`src/rtl/peri_bus_demux.sv`:
```
// ---------------------------------------------------------------------------
// peri_bus_demux
//
// Splits one peripheral-bus master across N_SLAVES address windows. Each
// request is decoded to a slave (lowest matching window wins) or to an
// internal error target when no window matches. A small FIFO remembers the
// target of every granted request so that responses are handed back to the
// master strictly in issue order.
//
// Optional watchdog: define PERI_BUS_TIMEOUT_EN to build a per-head counter
// that terminates a request with an error response when the slave at the
// FIFO head has not answered within TIMEOUT_CYCLES cycles. Without the macro
// no counter exists, timeout_o is tied low and a hung slave stalls forever.
//
// Ports
//   clk, rst                 clock, asynchronous active-high reset
//   m_req/m_write/m_addr/
//   m_be/m_wdata             master request fields
//   m_gnt                    request accepted this cycle
//   m_rvalid/m_rdata/m_err   in-order response to the master
//   s_req                    per-slave request strobe
//   s_addr/s_write/s_be/
//   s_wdata                  request fields broadcast to all slaves
//   s_gnt/s_rvalid/s_err     per-slave grant / response / error
//   s_rdata                  per-slave read data, slave i at [i*DATA_W +: DATA_W]
//   spurious_o               pulse: a response arrived from a slave not at the head
//   timeout_o                pulse: the watchdog terminated the head request
// ---------------------------------------------------------------------------
module peri_bus_demux #(
   parameter int unsigned                 N_SLAVES        = 4,
   parameter int unsigned                 ADDR_W          = 32,
   parameter int unsigned                 DATA_W          = 32,
   parameter logic [N_SLAVES*ADDR_W-1:0]  SLV_BASE        = '0,
   parameter logic [N_SLAVES*ADDR_W-1:0]  SLV_MASK        = '0,
   parameter int unsigned                 MAX_OUTSTANDING = 2,
   parameter int unsigned                 TIMEOUT_CYCLES  = 255
) (
   input  logic                         clk,
   input  logic                         rst,
   input  logic                         m_req,
   input  logic                         m_write,
   input  logic [ADDR_W-1:0]            m_addr,
   input  logic [DATA_W/8-1:0]          m_be,
   input  logic [DATA_W-1:0]            m_wdata,
   output logic                         m_gnt,
   output logic                         m_rvalid,
   output logic [DATA_W-1:0]            m_rdata,
   output logic                         m_err,
   output logic [N_SLAVES-1:0]          s_req,
   output logic [ADDR_W-1:0]            s_addr,
   output logic                         s_write,
   output logic [DATA_W/8-1:0]          s_be,
   output logic [DATA_W-1:0]            s_wdata,
   input  logic [N_SLAVES-1:0]          s_gnt,
   input  logic [N_SLAVES-1:0]          s_rvalid,
   input  logic [N_SLAVES-1:0]          s_err,
   input  logic [N_SLAVES*DATA_W-1:0]   s_rdata,
   output logic                         spurious_o,
   output logic                         timeout_o
);

   // Target ids 0..N_SLAVES-1 are slaves; N_SLAVES is the internal error target.
   localparam int unsigned TW = $clog2(N_SLAVES + 1);
   typedef logic [TW-1:0] tgt_t;
   localparam tgt_t ERR_ID = tgt_t'(N_SLAVES);

   localparam int unsigned PW = (MAX_OUTSTANDING > 1) ? $clog2(MAX_OUTSTANDING) : 1;
   localparam int unsigned CW = $clog2(MAX_OUTSTANDING) + 1;
   localparam logic [CW-1:0] FIFO_DEPTH = CW'(MAX_OUTSTANDING);
   localparam logic [PW-1:0] PTR_LAST   = PW'(MAX_OUTSTANDING - 1);

   tgt_t            fifo_mem [MAX_OUTSTANDING];
   logic [PW-1:0]   rd_ptr;
   logic [PW-1:0]   wr_ptr;
   logic [CW-1:0]   count;
   tgt_t            tail_id;

   tgt_t            dec_id;
   logic            dec_hit;
   tgt_t            head_id;
   logic            head_is_err;
   logic            fifo_empty;
   logic            fifo_full;
   logic [N_SLAVES-1:0] head_mask;
   logic            rsp_valid;
   logic            rsp_err;
   logic [DATA_W-1:0] rsp_data;
   logic            sel_gnt;
   logic            issue_ok;
   logic            push;
   logic            pop;
   logic            stray;
   logic            timeout_hit;
   logic            spurious_q;

   // Pointers wrap explicitly so any depth (including 1) behaves as a ring.
   function automatic logic [PW-1:0] ptr_next(input logic [PW-1:0] p);
      return (p == PTR_LAST) ? '0 : p + 1'b1;
   endfunction

   assign s_addr  = m_addr;
   assign s_write = m_write;
   assign s_be    = m_be;
   assign s_wdata = m_wdata;

   assign fifo_empty  = (count == '0);
   assign fifo_full   = (count == FIFO_DEPTH);
   assign head_id     = fifo_mem[rd_ptr];
   assign head_is_err = (head_id == ERR_ID);

   // Address decode: scan upwards and keep the first hit so the lowest
   // index wins when windows overlap; no hit leaves the error target.
   always_comb begin
      dec_id  = ERR_ID;
      dec_hit = 1'b0;
      for (int i = 0; i < N_SLAVES; i++) begin
         if (!dec_hit &&
             ((m_addr & SLV_MASK[i*ADDR_W +: ADDR_W]) == SLV_BASE[i*ADDR_W +: ADDR_W])) begin
            dec_hit = 1'b1;
            dec_id  = tgt_t'(i);
         end
      end
   end

   // Response steering from the FIFO head. An error head (unmapped access
   // or watchdog expiry) answers on its own; a slave head forwards that
   // slave's response. Whatever is presented here is also the pop.
   always_comb begin
      rsp_valid = 1'b0;
      rsp_err   = 1'b0;
      rsp_data  = '0;
      head_mask = '0;
      if (!fifo_empty) begin
         if (head_is_err || timeout_hit) begin
            rsp_valid = 1'b1;
            rsp_err   = 1'b1;
         end else begin
            for (int i = 0; i < N_SLAVES; i++) begin
               if (head_id == tgt_t'(i)) begin
                  head_mask[i] = 1'b1;
                  rsp_valid    = s_rvalid[i];
                  rsp_err      = s_rvalid[i] & s_err[i];
                  rsp_data     = s_rdata[i*DATA_W +: DATA_W];
               end
            end
         end
      end
   end

   assign pop      = rsp_valid;
   assign m_rvalid = rsp_valid;
   assign m_err    = rsp_err;
   assign m_rdata  = rsp_valid ? rsp_data : '0;

   // Any slave response not consumed by the head is dropped and reported.
   assign stray = |(s_rvalid & ~head_mask);

   // Issue gating keeps all outstanding entries on one target, which is
   // what makes in-order return possible without reordering buffers. A
   // simultaneous pop frees the slot a full FIFO needs for the push.
   always_comb begin
      sel_gnt = 1'b0;
      s_req   = '0;
      issue_ok = !rst && (!fifo_full || pop) && (fifo_empty || (dec_id == tail_id));
      for (int i = 0; i < N_SLAVES; i++) begin
         if (dec_id == tgt_t'(i)) begin
            sel_gnt  = s_gnt[i];
            s_req[i] = issue_ok & m_req;
         end
      end
      m_gnt = issue_ok && m_req && ((dec_id == ERR_ID) || sel_gnt);
   end

   assign push = m_req & m_gnt;

   // Response-tracking FIFO: target ids in issue order, plus a copy of the
   // most recent push so the tail comparison needs no extra read port.
   always_ff @(posedge clk or posedge rst) begin
      if (rst) begin
         rd_ptr   <= '0;
         wr_ptr   <= '0;
         count    <= '0;
         tail_id  <= '0;
         fifo_mem <= '{default: '0};
      end else begin
         if (push) begin
            fifo_mem[wr_ptr] <= dec_id;
            wr_ptr           <= ptr_next(wr_ptr);
            tail_id          <= dec_id;
         end
         if (pop) begin
            rd_ptr <= ptr_next(rd_ptr);
         end
         case ({push, pop})
            2'b10:   count <= count + 1'b1;
            2'b01:   count <= count - 1'b1;
            default: count <= count;
         endcase
      end
   end

   // Stray-response pulse, delayed one cycle so it is a clean register output.
   always_ff @(posedge clk or posedge rst) begin
      if (rst) begin
         spurious_q <= 1'b0;
      end else begin
         spurious_q <= stray;
      end
   end

   assign spurious_o = spurious_q;

`ifdef PERI_BUS_TIMEOUT_EN
   localparam int unsigned WD_W = $clog2(TIMEOUT_CYCLES + 1);
   localparam logic [WD_W-1:0] WD_LAST = WD_W'(TIMEOUT_CYCLES - 1);

   logic [WD_W-1:0] wd_cnt;
   logic            timeout_q;

   // wd_cnt holds the number of cycles the current slave head has already
   // waited, so the head expires in its TIMEOUT_CYCLES-th waiting cycle.
   always_ff @(posedge clk or posedge rst) begin
      if (rst) begin
         wd_cnt <= '0;
      end else if (pop) begin
         wd_cnt <= '0;
      end else if (!fifo_empty && !head_is_err) begin
         wd_cnt <= wd_cnt + 1'b1;
      end
   end

   assign timeout_hit = !fifo_empty && !head_is_err && (wd_cnt == WD_LAST);

   // Expiry pulse, one cycle after the error response was presented.
   always_ff @(posedge clk or posedge rst) begin
      if (rst) begin
         timeout_q <= 1'b0;
      end else begin
         timeout_q <= timeout_hit;
      end
   end

   assign timeout_o = timeout_q;
`else
   assign timeout_hit = 1'b0;
   assign timeout_o   = 1'b0;
`endif

endmodule

```
`config.mk`:
```
export PLATFORM = sky130hd
export DESIGN_NAME = peri_bus_demux
export DESIGN_NICKNAME = d
export VERILOG_FILES = /design/src/rtl/peri_bus_demux.sv
export SDC_FILE = /design/constraint.sdc
export NUM_CORES = 1
export LEC_CHECK = 0
export ABC_AREA = 1
export BUFFER_PORTS_ARGS = -buffer_cell sky130_fd_sc_hd__buf_4
export CORE_AREA = 2 2 126 128
export DETAILED_ROUTE_END_ITERATION = 8
export DIE_AREA = 0 0 128 130
export GPL_ROUTABILITY_DRIVEN = 0
export PLACE_DENSITY = 0.44
export SETUP_SLACK_MARGIN = 0.02
export SLEW_MARGIN = 30
export SYNTH_ARGS = -nofsm -noshare
export SYNTH_HDL_FRONTEND = slang
export SYNTH_SLANG_ARGS = --single-unit
```
`constraint.sdc`:
```
create_clock -name clk -period 3.2 [get_ports clk]
set_clock_uncertainty 0.1 [all_clocks]
set_input_delay 0.32 -clock clk [delete_from_list [all_inputs] [get_ports clk]]
set_output_delay 0.32 -clock clk [all_outputs]
set_load 0.005 [all_outputs]
```
==> results.md, run 1 <==
* Outcome: complete, but fails checks
* Failing checks: negative hold slack
* Worst-path cell chain: inv_2, nand2_2, nand2_4, nor2_4, buf_4, nand2_1, nor2_1, nor2_1, o22ai_1, nor2_1, buf_4
* WP data arrival at 2.40 ns
* IO Count at 322
* Max cap viols at 0
* CTS sink cnt at 11
* Final Routed Wirelength at 10.2 mm
* Hold slack final at -0.00569 ns
* WL/cell at 14.9 um
* IO Port Bufs at 176
* Post-synthesis xor/xnor area fraction at 0.0106
* Hold Buf Count CTS at 0
* Cell count after placement at 681
* Post-place setup slack at 0.532 ns
* Fin cells at 685
* DP HPWL at 8.08 mm
* Commonest non-fill, non-tap cells in the layout: buf_4, nand2_1, nor2_1
* P per Cell Area at 349 nW/um^2
* Largest family of logic cells by synthesized area: simple AND/OR/NAND/NOR gates
* Worst rel slew slack at 0.521
* Syn Std Cell Area at 2470 um^2
* Initial Utilization at 0.160
* Post-synthesis instance total at 400
* Share of layout cells above drive strength 1 at 0.446
* TNS Setup at 0 ns
* Num CTS Buffers at 3
* Antenna-violating nets left at 0
* Die height at 130 um
* Seq/Total Area, Yosys at 0.111
* Crit-path most repeated cell: nor2_1
* Clock root buffer: clkbuf_16
* Vias per Instance at 4.28
* Post-synth top area share at 0.224
* Setup bufs post-CTS at 0
* Highest cell delay on the worst timing path at 0.55 ns
* Syn-to-layout area delta at 41.1%
* Max FO, Critical Path at 16
* Mapped Avg Cell Area at 6.19 um^2
* Number of H-tree levels at 1
* Part of the cycle the worst path needs at 0.880
* Crit path kind: flip-flop to primary output
* First-pass GRT wire length at 14.9 mm
* Tot Pwr at 1.22 mW
* Worst slew pin tran at 0.717 ns
* Synth Area in Compound Gates at 0.173
* Max VDD drop at 226 uV
* Distinct cells, synth at 31
* Adder-Cell Fraction of Synth Area at 0.00506
* Yosys synthesis warning count at 0
* Initial antenna violation count at 0
* Final net count at 707
* Startpoint types: flip-flop
* Min Tclk post-route at 2.82 ns
* Post-CTS sizing at 0
* Maximum clock path buffer count at 2
* CTS tree: built
* Total gr overflow at 0
* Final setup viols at 0
* Worst Setup End Kind: primary output
* Pleak at 1.87 nW
* Max Slew Vio Count at 0
* Simple logic cell fraction of the synthesized area at 0.381
* Filler cells at 1789
* RSZ-0062 raised after global routing: false
* Hold Path Class: primary input to asynchronous set/reset pin
* Post-synth top area cell: buf_4
* Die Span X at 128 um
* Core area at 15400 um^2
* GRT Total Usage at 0.112
* Mux share of post-synthesis cell area at 0
* Final hold viol count at 11
* # DRC at 0
* Worst-path clk slew at 0.04 ns
* F_max at 0.355 GHz
* First drt pass iteration count at 4
* Final setup margin at 0.383 ns
* Commonest non-fill, non-tap cell in the layout: buf_4
* Drt initial violations at 90
* Top post-synthesis cells by area: buf_4, nand2_1, dfrtp_1, nor2_1, o22ai_1
* Row count at 46
* Slowest CP cell: nand2_1
* R2R cell count at 13
* Clk_lat worst skew at 0.23 ns
* Ant diodes at 0
* Die ar. at 16600 um^2
* Yosys reg bits at 11
* Worst endpoint required time at 2.78 ns
* Via count at 2935
* Vias in the first global route at 2855
* Largest net degree at the start of global routing at 49
stage by stage:
stage | utilization | cell area, um^2
2_1_floorplan | - | 2490
3_3_place_gp | 0.221 | 3410
3_5_place_dp | 0.221 | 3410
4_1_cts | 0.226 | 3490
5_1_grt | 0.226 | 3490
6_report | 0.226 | 3490
sequential cells by signal, indices dropped and copies added, names as in the netlist:
| register | count |
|---|---|
| count | 2 |
| fifo_mem | 6 |
| rd_ptr | 1 |
| spurious_o | 1 |
| wr_ptr | 1 |
cell usage after synthesis (all sizes together):
master  count
a31oi      17
o22ai      29
a41oi       1
conb        1
clkbuf      7
xor2        2
nand2      84
nand4      11
nor2       56
ha          1
a21oi       2
nand3      23
buf        92
o221ai      3
dfrtp      11
nor3       18
xnor2       1
inv        22
o21ai      19
worst max-delay path, delay by kind of cell (launching register included):
| kind | cells | cell delay, ns |
|---|---|---|
| buffers and inverters | 3 | 0.45 |
| and+or+nand+nor | 7 | 1.19 |
| AOI/OAI and AO/OA | 1 | 0.10 |
| DFF | 1 | 0.42 |
metal layers:
metal  track usage  wire length (um)
met1         0.129              4020
met2         0.208              5260
met3        0.0242               761
met4        0.0310               201
met5             0                 0
final timing paths:
kind | start | end | slack [ns]
worst max-delay path | rd_ptr$_DFFE_PP0P_ | m_rdata[4] | 0.38
worst min-delay path | rst | wr_ptr$_DFFE_PP0P_ | -0.006
worst max register to register | rd_ptr$_DFFE_PP0P_ | count[1]$_DFFE_PP0P_ | 0.57
worst min register to register | fifo_mem[2]$_DFFE_PP0P_ | fifo_mem[2]$_DFFE_PP0P_ | 0.40
max in group asynchronous | rst | fifo_mem[1]$_DFFE_PP0P_ | 2.71
min in group clk | s_rvalid[0] | spurious_o$_DFF_PP0_ | 0.28
cell type report:
class | count | area, um^2 | share of cell area
Clock buffer | 4 | 78.8 | 0.0226
Inverter | 22 | 85.1 | 0.0244
Multi-Input combinational cell | 271 | 1420 | 0.408
Sequential cell | 11 | 275 | 0.0788
Tap cell | 192 | 240 | 0.0688
Timing Repair Buffer | 185 | 1390 | 0.398
report_power, final:
part	switching, mW	total [mW]	leakage (nW)	internal, mW
Combinational	0.391	0.794	1.70	0.403
Sequential	0.0352	0.204	0.140	0.169
Clock	0.0560	0.223	0.0382	0.167
Total	0.482	1.22	1.87	0.738
cells by family (layout without fill, tap and decap cells):
kind of cell	count (synthesis)	in the layout
flip-flops	11	11
buffers and inverters	121	211
adder cells (fa/ha/maj)	1	1
other	1	4
AO/OA/AOI/OAI	71	71
XOR/XNOR	3	3
AND/OR/NAND/NOR	192	192
Note: power is estimated with default switching activity, not from simulation.
==> run 2: changes to the inputs <==
- CELL_PAD_IN_SITES_DETAIL_PLACEMENT: unset -> 1
- CELL_PAD_IN_SITES_GLOBAL_PLACEMENT: unset -> 2
- CORE_AREA: 2 2 126 128 -> unset
- CORE_MARGIN: unset -> 2
- CORE_UTILIZATION: unset -> 13
- DIE_AREA: 0 0 128 130 -> unset
- HOLD_SLACK_MARGIN: unset -> 0.1
- PLACE_DENSITY: 0.44 -> 0.78
==> run 2 against run 1 <==
  * The run now ends clean
  * Cell count increased by 6.4%
  * Clock power increased by 3%
  * Combinational power increased by 2%
  * Hold slack improved by 0.32 ns
  * Register-to-register slack improved by 0.04 ns
  * Maximum frequency increased by 1.7%
  * Die area increased by 21%
  * First-iteration DRC count decreased by 33%
  * Flip-flop and latch count unchanged
  * Worst setup slack improved by 0.048 ns
  * Count of clock-buffer cells in the layout unchanged
  * Critical endpoint is now m_rdata[19]
  * Highest routed layer unchanged
==> results.md, run 2 (synthesis gave the netlist of run 1 again) <==
* Outcome: finished clean (was complete, but fails checks)
* Vias in the first global route at 3103 (was 2855)
* TNS Setup at 0 ns (unchanged)
* Max cap viols at 0 (unchanged)
* Largest net degree at the start of global routing at 49 (unchanged)
* Syn-to-layout area delta at 43.7% (was 41.1%)
* Num CTS Buffers at 3 (unchanged)
* Reg power frac at 0.164 (was 0.167)
* Worst-path clk slew at 0.04 ns (about the same)
* Max Slew Vio Count at 0 (unchanged)
* Cell count after placement at 723 (was 681)
* IO Port Bufs at 176 (unchanged)
* WL met2 at 5.99 mm (was 5.26 mm)
* DP HPWL at 9.49 mm (was 8.08 mm)
* Hold Path Class: primary input to flip-flop (was primary input to asynchronous set/reset pin)
* First drt pass iteration count at 4 (unchanged)
* Via count at 3017 (was 2935)
* Final net count at 708 (was 707)
* Worst-path cell chain: inv_2, nand2_2, nand2_2, inv_2, nand3_2, nor2_2, nor2_2, nand2_2, nand2_4, buf_4, nor3_2, buf_4 (was inv_2, nand2_2, nand2_4, nor2_4, buf_4, nand2_1, nor2_1, nor2_1, o22ai_1, nor2_1, buf_4)
* RR Startpoint: rd_ptr$_DFFE_PP0P_ (unchanged)
* Worst rel slew slack at 0.542 (was 0.521)
* Comb power frac at 0.650 (about the same)
* Commonest non-fill, non-tap cells in the layout: buf_4, nand2_1, nor2_1 (unchanged)
* Metal3 WL at 963 um (was 761 um)
* Pleak at 1.88 nW (was 1.87 nW)
* Top reg by flops: fifo_mem (unchanged)
* Worst Path Buf+Inv at 4 (was 3)
* Cell area after layout at 3560 um^2 (was 3490 um^2)
* Highest routed layer: met4 (unchanged)
* Filler cells at 2334 (was 1789)
* Top Family by Delay on Critical Path: simple AND/OR/NAND/NOR gates (unchanged)
* Sequential cell area at 275 um^2 (unchanged)
* Util after Layout at 0.190 (was 0.226)
* Vias per Instance at 4.14 (was 4.28)
* Final setup viols at 0 (unchanged)
* Max FO, Critical Path at 18 (was 16)
* Drt initial violations at 60 (was 90)
* Crit path kind: flip-flop to primary output (unchanged)
* Final hold viol count at 0 (was 11)
* F_max at 0.361 GHz (was 0.355 GHz)
* Core area at 18700 um^2 (was 15400 um^2)
* Crit-path most repeated cell: nand2_2 (was nor2_1)
* Area after DPL at 3470 um^2 (was 3410 um^2)
* Reg2reg end: count[1]$_DFFE_PP0P_ (unchanged)
* Worst Setup End Kind: primary output (unchanged)
* WP data arrival at 2.35 ns (was 2.40 ns)
* Startpoint types: flip-flop (unchanged)
* Maximum clock path buffer count at 2 (unchanged)
* IO Count at 322 (unchanged)
* Reg2Reg Setup Slack at 0.61 ns (was 0.57 ns)
* Total gr overflow at 0 (unchanged)
* Share of layout cells above drive strength 1 at 0.445 (was 0.446)
* Max VDD drop at 185 uV (was 226 uV)
* P per Cell Area at 349 nW/um^2 (about the same)
* RSZ-0062 raised after global routing: false (unchanged)
* Commonest non-fill, non-tap cell in the layout: buf_4 (unchanged)
* R2R cell count at 14 (was 13)
* CTS sink cnt at 11 (unchanged)
* Antenna-violating nets left at 0 (unchanged)
* Worst hold endpoint: fifo_mem[1]$_DFFE_PP0P_
* CTS tree: built (unchanged)
* Min-delay src: s_gnt[0]
* Initial antenna violation count at 1 (was 0)
* GRT Total Usage at 0.112 (about the same)
* Post-place setup slack at 0.619 ns (was 0.532 ns)
* Slowest CP cell: dfrtp_1 (was nand2_1)
* Initial Utilization at 0.132 (was 0.160)
* Highest cell delay on the worst timing path at 0.42 ns (was 0.55 ns)
* Die Span X at 142 um (was 128 um)
* Number of H-tree levels at 1 (unchanged)
* WL/cell at 16.5 um (was 14.9 um)
* Clock power share at 0.185 (was 0.183)
* Clk_lat worst skew at 0.24 ns (was 0.23 ns)
* Clock root buffer: clkbuf_16 (unchanged)
* First-pass GRT wire length at 17.5 mm (was 14.9 mm)
* Die ar. at 20200 um^2 (was 16600 um^2)
* Part of the cycle the worst path needs at 0.865 (was 0.880)
* # DRC at 0 (unchanged)
* Internal at 739 uW (was 738 uW)
* Top flop regs: fifo_mem (6), count (2) (unchanged)
* Worst slew pin tran at 0.686 ns (was 0.717 ns)
* Worst hold path stage count at 3
* Final setup margin at 0.431 ns (was 0.383 ns)
* Sw Pwr at 500 uW (was 482 uW)
* Number of flip-flops in the largest register at 6 (unchanged)
* Multi-input logic area at 1420 um^2 (unchanged)
* Met1 WL at 4.68 mm (was 4.02 mm)
* Fin cells at 729 (was 685)
* Switching share of power at 0.404 (was 0.395)
* Row count at 50 (was 46)
* Worst endpoint required time at 2.78 ns (about the same)
* Min Tclk post-route at 2.77 ns (was 2.82 ns)
* Final Routed Wirelength at 12.0 mm (was 10.2 mm)
* Die height at 142 um (was 130 um)
## run 2: layout make-up
cell class | instances | share of cell area
antenna | 1 | 0.000703
sequential | 11 | 0.0774
inverter | 22 | 0.0239
tap | 234 | 0.0823
clock buffer | 4 | 0.0222
multi-input combinational | 271 | 0.400
timing repair buffer | 186 | 0.393
## run 2: power groups by stage
stage	combinational [mW]	clock, mW	sequential (mW)
floorplan	0.483	0	0.188
global placement	0.814	0	0.205
detailed placement	0.821	0	0.206
CTS	0.825	0.236	0.205
global route	0.894	0.247	0.211
finish	0.806	0.230	0.204
## run 2: how the worst max path moves through the flow
stage | depth (start not counted) | endpoint | slack (ns) | startpoint
floorplan | 16 | count[1]$_DFFE_PP0P_ | 0.90 | rd_ptr$_DFFE_PP0P_
global placement | 14 | count[1]$_DFFE_PP0P_ | 0.60 | rd_ptr$_DFFE_PP0P_
detailed placement | 14 | count[1]$_DFFE_PP0P_ | 0.62 | rd_ptr$_DFFE_PP0P_
CTS | 12 | m_rdata[19] | 0.38 | rd_ptr$_DFFE_PP0P_
global route | 11 | m_rdata[12] | 0.18 | rd_ptr$_DFFE_PP0P_
finish | 12 | m_rdata[19] | 0.43 | rd_ptr$_DFFE_PP0P_
## run 2: worst min-delay path, stage by stage
cell     delay [ns]
buf_4          0.15
nand4_1        0.09
nand2_1        0.05
## run 2: through the flow
stage,hold WS (ns),power [mW]
floorplan,0.0724,0.671
global placement,0.271,1.02
detailed placement,0.291,1.03
CTS,0.309,1.27
global route,0.326,1.35
finish,0.312,1.24
## run 2: timing repair
| action | CTS | global route |
|---|---|---|
| buffers inserted | 0 | 0 |
| hold buffers | 1 | 0 |
| endpoints found under the hold margin | 11 | 0 |
| gates resized for setup | 0 | 0 |
## run 2: per-layer routing
layer | global-route usage | vias to the layer above
met2 | 0.211 | 153
met5 | 0 | -
li1 | - | 1463
met4 | 0.0337 | 0
met1 | 0.124 | 1371
met3 | 0.0266 | 30
